--- src/rtl/gpu_pkg.sv ---
// Shared GPU block types: rectangle fill engine state encoding.
package gpu_pkg;
  typedef enum logic [1:0] {IDLE, FILL, DONE} fill_state_e;
endpackage

--- src/rtl/rect_normalize.sv ---
// Clamps two inclusive bounds to RES-1, then orders them so lo <= hi.
module rect_normalize #(
  parameter int W   = 9,
  parameter int RES = 400
) (
  input  logic [W-1:0] a,
  input  logic [W-1:0] b,
  output logic [W-1:0] lo,
  output logic [W-1:0] hi
);
  localparam logic [W-1:0] MAXV = W'(RES - 1);

  logic [W-1:0] ac, bc;

  assign ac = (a > MAXV) ? MAXV : a;
  assign bc = (b > MAXV) ? MAXV : b;
  assign lo = (ac > bc) ? bc : ac;
  assign hi = (ac > bc) ? ac : bc;
endmodule

--- src/rtl/rect_fill.sv ---
// Rectangle fill engine: emits one framebuffer pixel write per cycle in
// row-major order over a clamped, ordered rectangle.
module rect_fill
  import gpu_pkg::*;
#(
  parameter int RESOLUTION_X   = 400,
  parameter int RESOLUTION_Y   = 300,
  parameter int PALETTE_LENGTH = 256,
  localparam int XW = $clog2(RESOLUTION_X),
  localparam int YW = $clog2(RESOLUTION_Y),
  localparam int CW = $clog2(PALETTE_LENGTH)
) (
  input  logic          clk_i,
  input  logic          reset_i,
  input  logic          cmd_valid_i,
  output logic          cmd_ready_o,
  input  logic [XW-1:0] cmd_x0_i,
  input  logic [XW-1:0] cmd_x1_i,
  input  logic [YW-1:0] cmd_y0_i,
  input  logic [YW-1:0] cmd_y1_i,
  input  logic [CW-1:0] cmd_color_i,
  output logic          we_o,
  output logic [XW-1:0] wr_pxl_x_o,
  output logic [YW-1:0] wr_pxl_y_o,
  output logic [CW-1:0] wr_palette_index_o,
  output logic          busy_o,
  output logic          done_o
);
  fill_state_e   state;
  logic [XW-1:0] xmin, xmax, nx_lo, nx_hi;
  logic [YW-1:0] ymax, ny_lo, ny_hi;

  rect_normalize #(.W(XW), .RES(RESOLUTION_X)) u_norm_x (
    .a(cmd_x0_i), .b(cmd_x1_i), .lo(nx_lo), .hi(nx_hi));
  rect_normalize #(.W(YW), .RES(RESOLUTION_Y)) u_norm_y (
    .a(cmd_y0_i), .b(cmd_y1_i), .lo(ny_lo), .hi(ny_hi));

  // Held low during reset so every output reads 0 while reset is applied.
  assign cmd_ready_o = (state == IDLE) && !reset_i;

  // The write-address outputs double as the scan counters.
  always_ff @(posedge clk_i) begin
    if (reset_i) begin
      state              <= IDLE;
      we_o               <= 1'b0;
      wr_pxl_x_o         <= '0;
      wr_pxl_y_o         <= '0;
      wr_palette_index_o <= '0;
      busy_o             <= 1'b0;
      done_o             <= 1'b0;
      xmin               <= '0;
      xmax               <= '0;
      ymax               <= '0;
    end else begin
      case (state)
        IDLE: begin
          done_o <= 1'b0;
          if (cmd_valid_i) begin
            state              <= FILL;
            busy_o             <= 1'b1;
            xmin               <= nx_lo;
            xmax               <= nx_hi;
            ymax               <= ny_hi;
            we_o               <= 1'b1;
            wr_pxl_x_o         <= nx_lo;
            wr_pxl_y_o         <= ny_lo;
            wr_palette_index_o <= cmd_color_i;
          end
        end
        FILL: begin
          if (wr_pxl_x_o == xmax && wr_pxl_y_o == ymax) begin
            state              <= DONE;
            we_o               <= 1'b0;
            wr_pxl_x_o         <= '0;
            wr_pxl_y_o         <= '0;
            wr_palette_index_o <= '0;
            done_o             <= 1'b1;
          end else if (wr_pxl_x_o == xmax) begin
            wr_pxl_x_o <= xmin;
            wr_pxl_y_o <= wr_pxl_y_o + 1'b1;
          end else begin
            wr_pxl_x_o <= wr_pxl_x_o + 1'b1;
          end
        end
        DONE: begin
          state  <= IDLE;
          done_o <= 1'b0;
          busy_o <= 1'b0;
        end
        default: state <= IDLE;
      endcase
    end
  end
endmodule

--- config.mk ---
export PLATFORM = sky130hd
export DESIGN_NAME = rect_fill
export DESIGN_NICKNAME = d
export VERILOG_FILES = /design/src/rtl/gpu_pkg.sv /design/src/rtl/rect_normalize.sv /design/src/rtl/rect_fill.sv
export SDC_FILE = /design/constraint.sdc
export NUM_CORES = 1
export LEC_CHECK = 0
export CORE_MARGIN = 4
export CORE_UTILIZATION = 30
export CTS_BUF_LIST = sky130_fd_sc_hd__clkbuf_16
export CTS_CLUSTER_SIZE = 12
export DETAILED_ROUTE_END_ITERATION = 8
export DONT_BUFFER_PORTS = 1
export PLACE_DENSITY = 0.54
export SYNTH_ARGS = -nofsm -noshare
export SYNTH_HDL_FRONTEND = slang
export SYNTH_SLANG_ARGS = --single-unit
--- constraint.sdc ---
create_clock -name clk_i -period 5.5 [get_ports clk_i]
set_clock_uncertainty 0.2 [all_clocks]
set_input_delay 1.65 -clock clk_i [delete_from_list [all_inputs] [get_ports clk_i]]
set_output_delay 1.65 -clock clk_i [all_outputs]
set_load 0.03 [all_outputs]
==> results.tsv, run 1 <==
metric	value	unit
rsz0062_at_grt	false	
pin_count	77	
layout-drive-gt1-share	11.0	%
slew_headroom	41.5	%
synth_area_leaders	dfxtp_1, ha_1, a21oi_1	
synth_xor_area_share	5.59	%
vias_per_cell	5.53	
required	5.53	ns
cp.arrival	4.31	ns
yosys.area_share.simple	20.4	%
synth_top_family_by_area	compound AO/OA/AOI/OAI gates	
grt_overflow_total	0	
synthCells	492	
die_h	122	microns
setup_viol	0	
cts_resized	0	
fill_cells	1389	
synth_fa_ha_area_share	6.38	%
antennaDiodeCount	0	
hold_violations	0	
synthArstFlopShare	0	%
slew_viol_final	0	
drt_wl_total	11800	microns
clk_pin_slew	0.06	ns
multiInputGateArea	0.00255	sq mm
path_class	input pin to flop	
yosysWarnings	0	
drc	0	
drv_cap	0	
seq_area	0.00116	sq mm
vias	3663	
synth_ff_type	dfxtp_1	
startpoint_type	input pin	
synth_edf_count	0	
critical_path.max_fanout	11	
routedWlPerCell	17.8	microns
grt_pass1_vias	3615	
timing.setup.tns	0	ns
stdcell_area	0.00434	sq mm
ant_nets	0	
synth.top_cell.area_share	29.6	%
cts-root-buf	clkbuf_16	
hpwlAfterDp	8980	microns
io_buffers	0	
die-area	0.0150	sq mm
holdWs	0.261	ns
grt_usage	16.2	%
area.growth.synth_to_final	10.8	%
r2r_start	state[1]	
period_needed	4.28	ns
clockBufferDepth	2	
r2r_slack	2.70	ns
yosysMostFrequentCell	dfxtp_1	
nets	552	
grt_max_degree	31	
ys_top_cells_by_count	dfxtp_1, nand2_1, a21oi_1	
tritoncts	done	
synth_seq_cells	58	
synth.yosys.seq_area_share	29.6	%
min-delay-start	xmin[8]	
core-area	0.0127	sq mm
synth_cell_type_count	66	
crit_path_end_kind	flop	
antenna_found_initial	0	
min_path_cells	2	
grt_pass1_wl	19300	microns
hold_path_end	xmin[8]	
reg2reg_depth	5	
regToRegEndpoint	wr_pxl_y_o[4]	
drt_iter0_drc	240	
synth_compound_area_share	28.4	%
die_w	122	microns
outcome	complete, no violations	
syn_nets	559	
p_per_area	320	mW/mm^2
period_share	77.8	%
place_area	0.00407	sq mm
leakagePower	0.00165	uW
setup_slack	1.22	ns
muxShareOfSynthArea	4.34	%
avgSynthCellArea	7.97	sq um
cts_setup_buffers	0	
syn_area	0.00392	sq mm
clock-sinks	58	
holdBufCountCts	0	
post-place-ws	0.903	ns
rows	41	
synth_area_leader_cell	dfxtp_1	
numCtsBuffers	9	
fmax	0.234	GHz
place_congestion	0.917	
start_util	30.8	%
drt-pass1-iter-count	5	
tightestPinTransition	0.871	ns
clkLatencyLatePin	0.32	ns
ir_worst_vdd	0.187	mV
cts_max_level	3	
hold_class	flop to flop	
## critical path, cell delays in order
cell and delay (ns):
nor3_1 0.16, nor2_1 0.10, or2_2 0.33, ha_1 0.33, and4_1 0.22, a21oi_1 0.25
o211ai_2 0.18, nand2_1 0.39, mux2_2 0.41, a221oi_1 0.28
## layout by cell type (no fill, tap or decap), drive strengths merged, types with 7 or more instances in the layout
| cell type | n |
|---|---|
| nor3 | 13 |
| and3 | 7 |
| nand4 | 7 |
| inv | 25 |
| a211oi | 10 |
| clkbuf | 9 |
| mux2i | 8 |
| and2 | 9 |
| or3 | 8 |
| dfxtp | 58 |
| nor2 | 40 |
| ha | 20 |
| mux2 | 7 |
| nand2 | 48 |
| xnor2 | 19 |
| a21oi | 49 |
| a22o | 8 |
| nand3 | 24 |
| o21ai | 41 |
## flip-flops by register name, indices dropped and copies added (netlist names)
| register | flops |
|---|---|
| we_o | 1 |
| busy_o | 1 |
| xmax | 9 |
| done_o | 1 |
| wr_pxl_x_o | 9 |
| wr_palette_index_o | 8 |
| ymax | 9 |
| wr_pxl_y_o | 9 |
| state | 2 |
| xmin | 9 |
## layout make-up
type	instances	area share, %
clock inverters	7	1.21
well taps	172	4.96
multi-input cells	386	58.8
clock buffers	9	5.19
inverters	24	2.07
flip-flops and latches	58	26.7
repair buffers	6	1.04
## through the flow
step / cells / total power, uW / utilization (%)
after detailed placement: 646 / 879 / 32.0
after floorplan: 492 / 801 / -
after global placement: 646 / 871 / 32.0
after global routing: 662 / 1470 / 34.1
final: 662 / 1390 / 34.1
after CTS: 662 / 1400 / 34.1
## cells by family after synthesis
kind of cell               after synthesis
and+or+nand+nor                        164
AOI/OAI and AO/OA                      162
DFF                                     58
buffers and inverters                   48
xor gates and xnor gates                25
adders and majority gates               20
muxes                                   15
## worst max path at each step
stage                      startpoint             to  depth (start not counted)
after floorplan               reset_i    cmd_ready_o                          3
after global placement    cmd_x0_i[6]  wr_pxl_x_o[1]                         10
after detailed placement  cmd_x0_i[6]  wr_pxl_x_o[1]                         10
after CTS                 cmd_x0_i[6]  wr_pxl_x_o[1]                         10
after global routing      cmd_x0_i[6]  wr_pxl_x_o[1]                         10
final                     cmd_x0_i[6]  wr_pxl_x_o[1]                         10
## metal layers
| metal | track usage (%) | wire, microns |
|---|---|---|
| met5 | 0 | 0 |
| met4 | 3.64 | 191 |
| met3 | 4.93 | 898 |
| met2 | 25.8 | 5340 |
| met1 | 21.5 | 5350 |
## report_power, final
group	switching (uW)	total, uW	leakage [uW]	internal [uW]
combinational	184	312	0.00104	128
clock	209	516	0.000126	307
sequential	95.9	560	0.000480	464
total	489	1390	0.00165	899
No activity file was read; power rests on OpenSTA's default activity.
==> inputs of run 2 (changes only) <==
- clock period: 5.5 -> 4.16 ns (I/O delays scaled with it)
==> results.tsv, run 2 (synthesized netlist as in run 1, its figures left out) <==
metric	value	unit	change
outcome	complete, no violations		
die-area	0.0150	sq mm	unchanged
nets	560		+1.4%
drt-pass1-iter-count	5		unchanged
multiInputGateArea	0.00255	sq mm	unchanged
hpwlAfterDp	8860	microns	-1.3%
ant_nets	0		unchanged
slew_headroom	46.2	%	+4.7 points
die_w	122	microns	unchanged
startpoint	cmd_x0_i[6]		
io_buffers	0		unchanged
setup_viol	0		unchanged
clk_pin_slew	0.05	ns	about the same
rsz0062_at_grt	false		
leakagePower	0.00169	uW	+2.8%
grt_overflow_total	0		unchanged
core-area	0.0127	sq mm	unchanged
slew_viol_final	0		unchanged
reg2reg_depth	6		+1
required	4.16	ns	-1.37 ns
cts_setup_buffers	0		unchanged
place_congestion	0.905		-1.2%
grt_usage	16.0	%	-0.19 points
holdBufCountCts	0		unchanged
layout-drive-gt1-share	12.2	%	+1.2 points
pin_count	77		unchanged
comb_power_share	22.3	%	-0.2 points
cp.arrival	3.71	ns	-0.60 ns
r2r_start	wr_pxl_y_o[3]		
numCtsBuffers	9		unchanged
cpMaxStageDelayCell	or2_2		
p_sw	641	uW	+31%
antenna_found_initial	0		unchanged
drt_iter0_drc	268		+12%
tightestPinTransition	0.801	ns	-0.0693 ns
path_class	input pin to flop		
clock-sinks	58		unchanged
layout_common_cells	dfxtp_1, nand2_1, a21oi_1, o21ai_0, nor2_1		
cts-root-buf	clkbuf_16		
grt_pass1_wl	19000	microns	-1.5%
r2r_slack	1.52	ns	-1.18 ns
rows	41		unchanged
period_needed	3.71	ns	
antennaDiodeCount	0		unchanged
stdcell_area	0.00442	sq mm	+1.8%
fill_cells	1329		-4.3%
p_sw_share	33.9	%	-1.4 points
ir_worst_vdd	0.219	mV	+17%
mostFrequentLayoutCell	dfxtp_1		
clockBufferDepth	2		unchanged
cts_max_level	3		unchanged
min_path_cells	2		unchanged
drv_cap	0		unchanged
vias	3653		-0.27%
die_h	122	microns	unchanged
start_util	30.8	%	unchanged
timing.setup.tns	0	ns	unchanged
drc	0		unchanged
vias_per_cell	5.45		-1.5%
clkLatencyLatePin	0.33	ns	about the same
cts_resized	0		unchanged
slowest_delay	0.33	ns	-0.08 ns
period_share	89.1	%	
crit_path_end_kind	flop		
seq_area	0.00116	sq mm	unchanged
grt_pass1_vias	3537		-2.2%
routedWlPerCell	17.7	microns	-0.36%
p_per_area	429	mW/mm^2	+34%
hold_path_end	xmin[8]		
startpoint_type	input pin		
critical_path.max_fanout	8		-3
fmax	0.270	GHz	
power_frac_seq	39.1	%	-1.3 points
tritoncts	done		
internal_power	1250	uW	+39%
hold_class	flop to flop		
area.growth.synth_to_final	12.7	%	
grt_max_degree	42		+35%
place_area	0.00413	sq mm	+1.5%
holdWs	0.254	ns	-0.00752 ns
power	1900	uW	+37%
hold_violations	0		unchanged
regToRegEndpoint	wr_pxl_x_o[3]		
drt_wl_total	11900	microns	+0.84%
path_cells	nor3_1, nor2_1, or2_2, ha_1, and4_1, a21oi_1, o211ai_2, nand2_1, buf_4, mux2i_1, o221ai_1		
clkPwrFrac	38.6	%	+1.4 points
min-delay-start	xmin[8]		
==> run 2: changes by cell type in the layout (fill, tap and decap cells not counted), sizes merged <==
cell	change
buf	+8
inv	-1
bufinv	+1
==> run 2: per-layer routing <==
layer / part of all wire (%) / GRT usage, %
met1: 47 / 21.8
met2: 45 / 24.9
met3: 6.1 / 4.24
met4: 1.2 / 4.20
met5: 0 / 0
==> run 2: layout make-up <==
class	count	area share [%]
Clock buffer	9	5.10
Sequential cell	58	26.3
Multi-Input combinational cell	386	57.8
Clock inverter	7	1.56
Timing Repair Buffer	14	2.38
Tap cell	172	4.87
Inverter	24	2.04
==> run 2: worst max-delay path, delay by kind of cell <==
kind,cells,cell delay [ns]
buffers and inverters,1,0.20
adders and majority gates,1,0.33
muxes,1,0.33
and+or+nand+nor,5,1.04
AOI/OAI and AO/OA,3,0.55
==> run 2: worst max-delay path by stage <==
stage                         end  slack, ns
floorplan           wr_pxl_x_o[6]       0.34
global placement    wr_pxl_x_o[7]       0.24
detailed placement  wr_pxl_x_o[7]       0.18
CTS                 wr_pxl_x_o[7]       0.51
global route        wr_pxl_x_o[7]       0.26
finish              wr_pxl_x_o[7]       0.45
==> run 2: through the flow <==
step	setup slack, ns	std cells	utilization (%)
2_1_floorplan	0.338	492	-
3_3_place_gp	0.240	654	32.4
3_5_place_dp	0.180	654	32.4
4_1_cts	0.511	670	34.7
5_1_grt	0.259	670	34.7
6_report	0.453	670	34.7
==> run 2: power groups by stage <==
stage               registers, uW  logic (uW)  clock network, uW
finish                        740         423                732
global route                  749         471                774
CTS                           741         422                748
detailed placement            753         419                  0
global placement              753         413                  0
floorplan                     727         333                  0
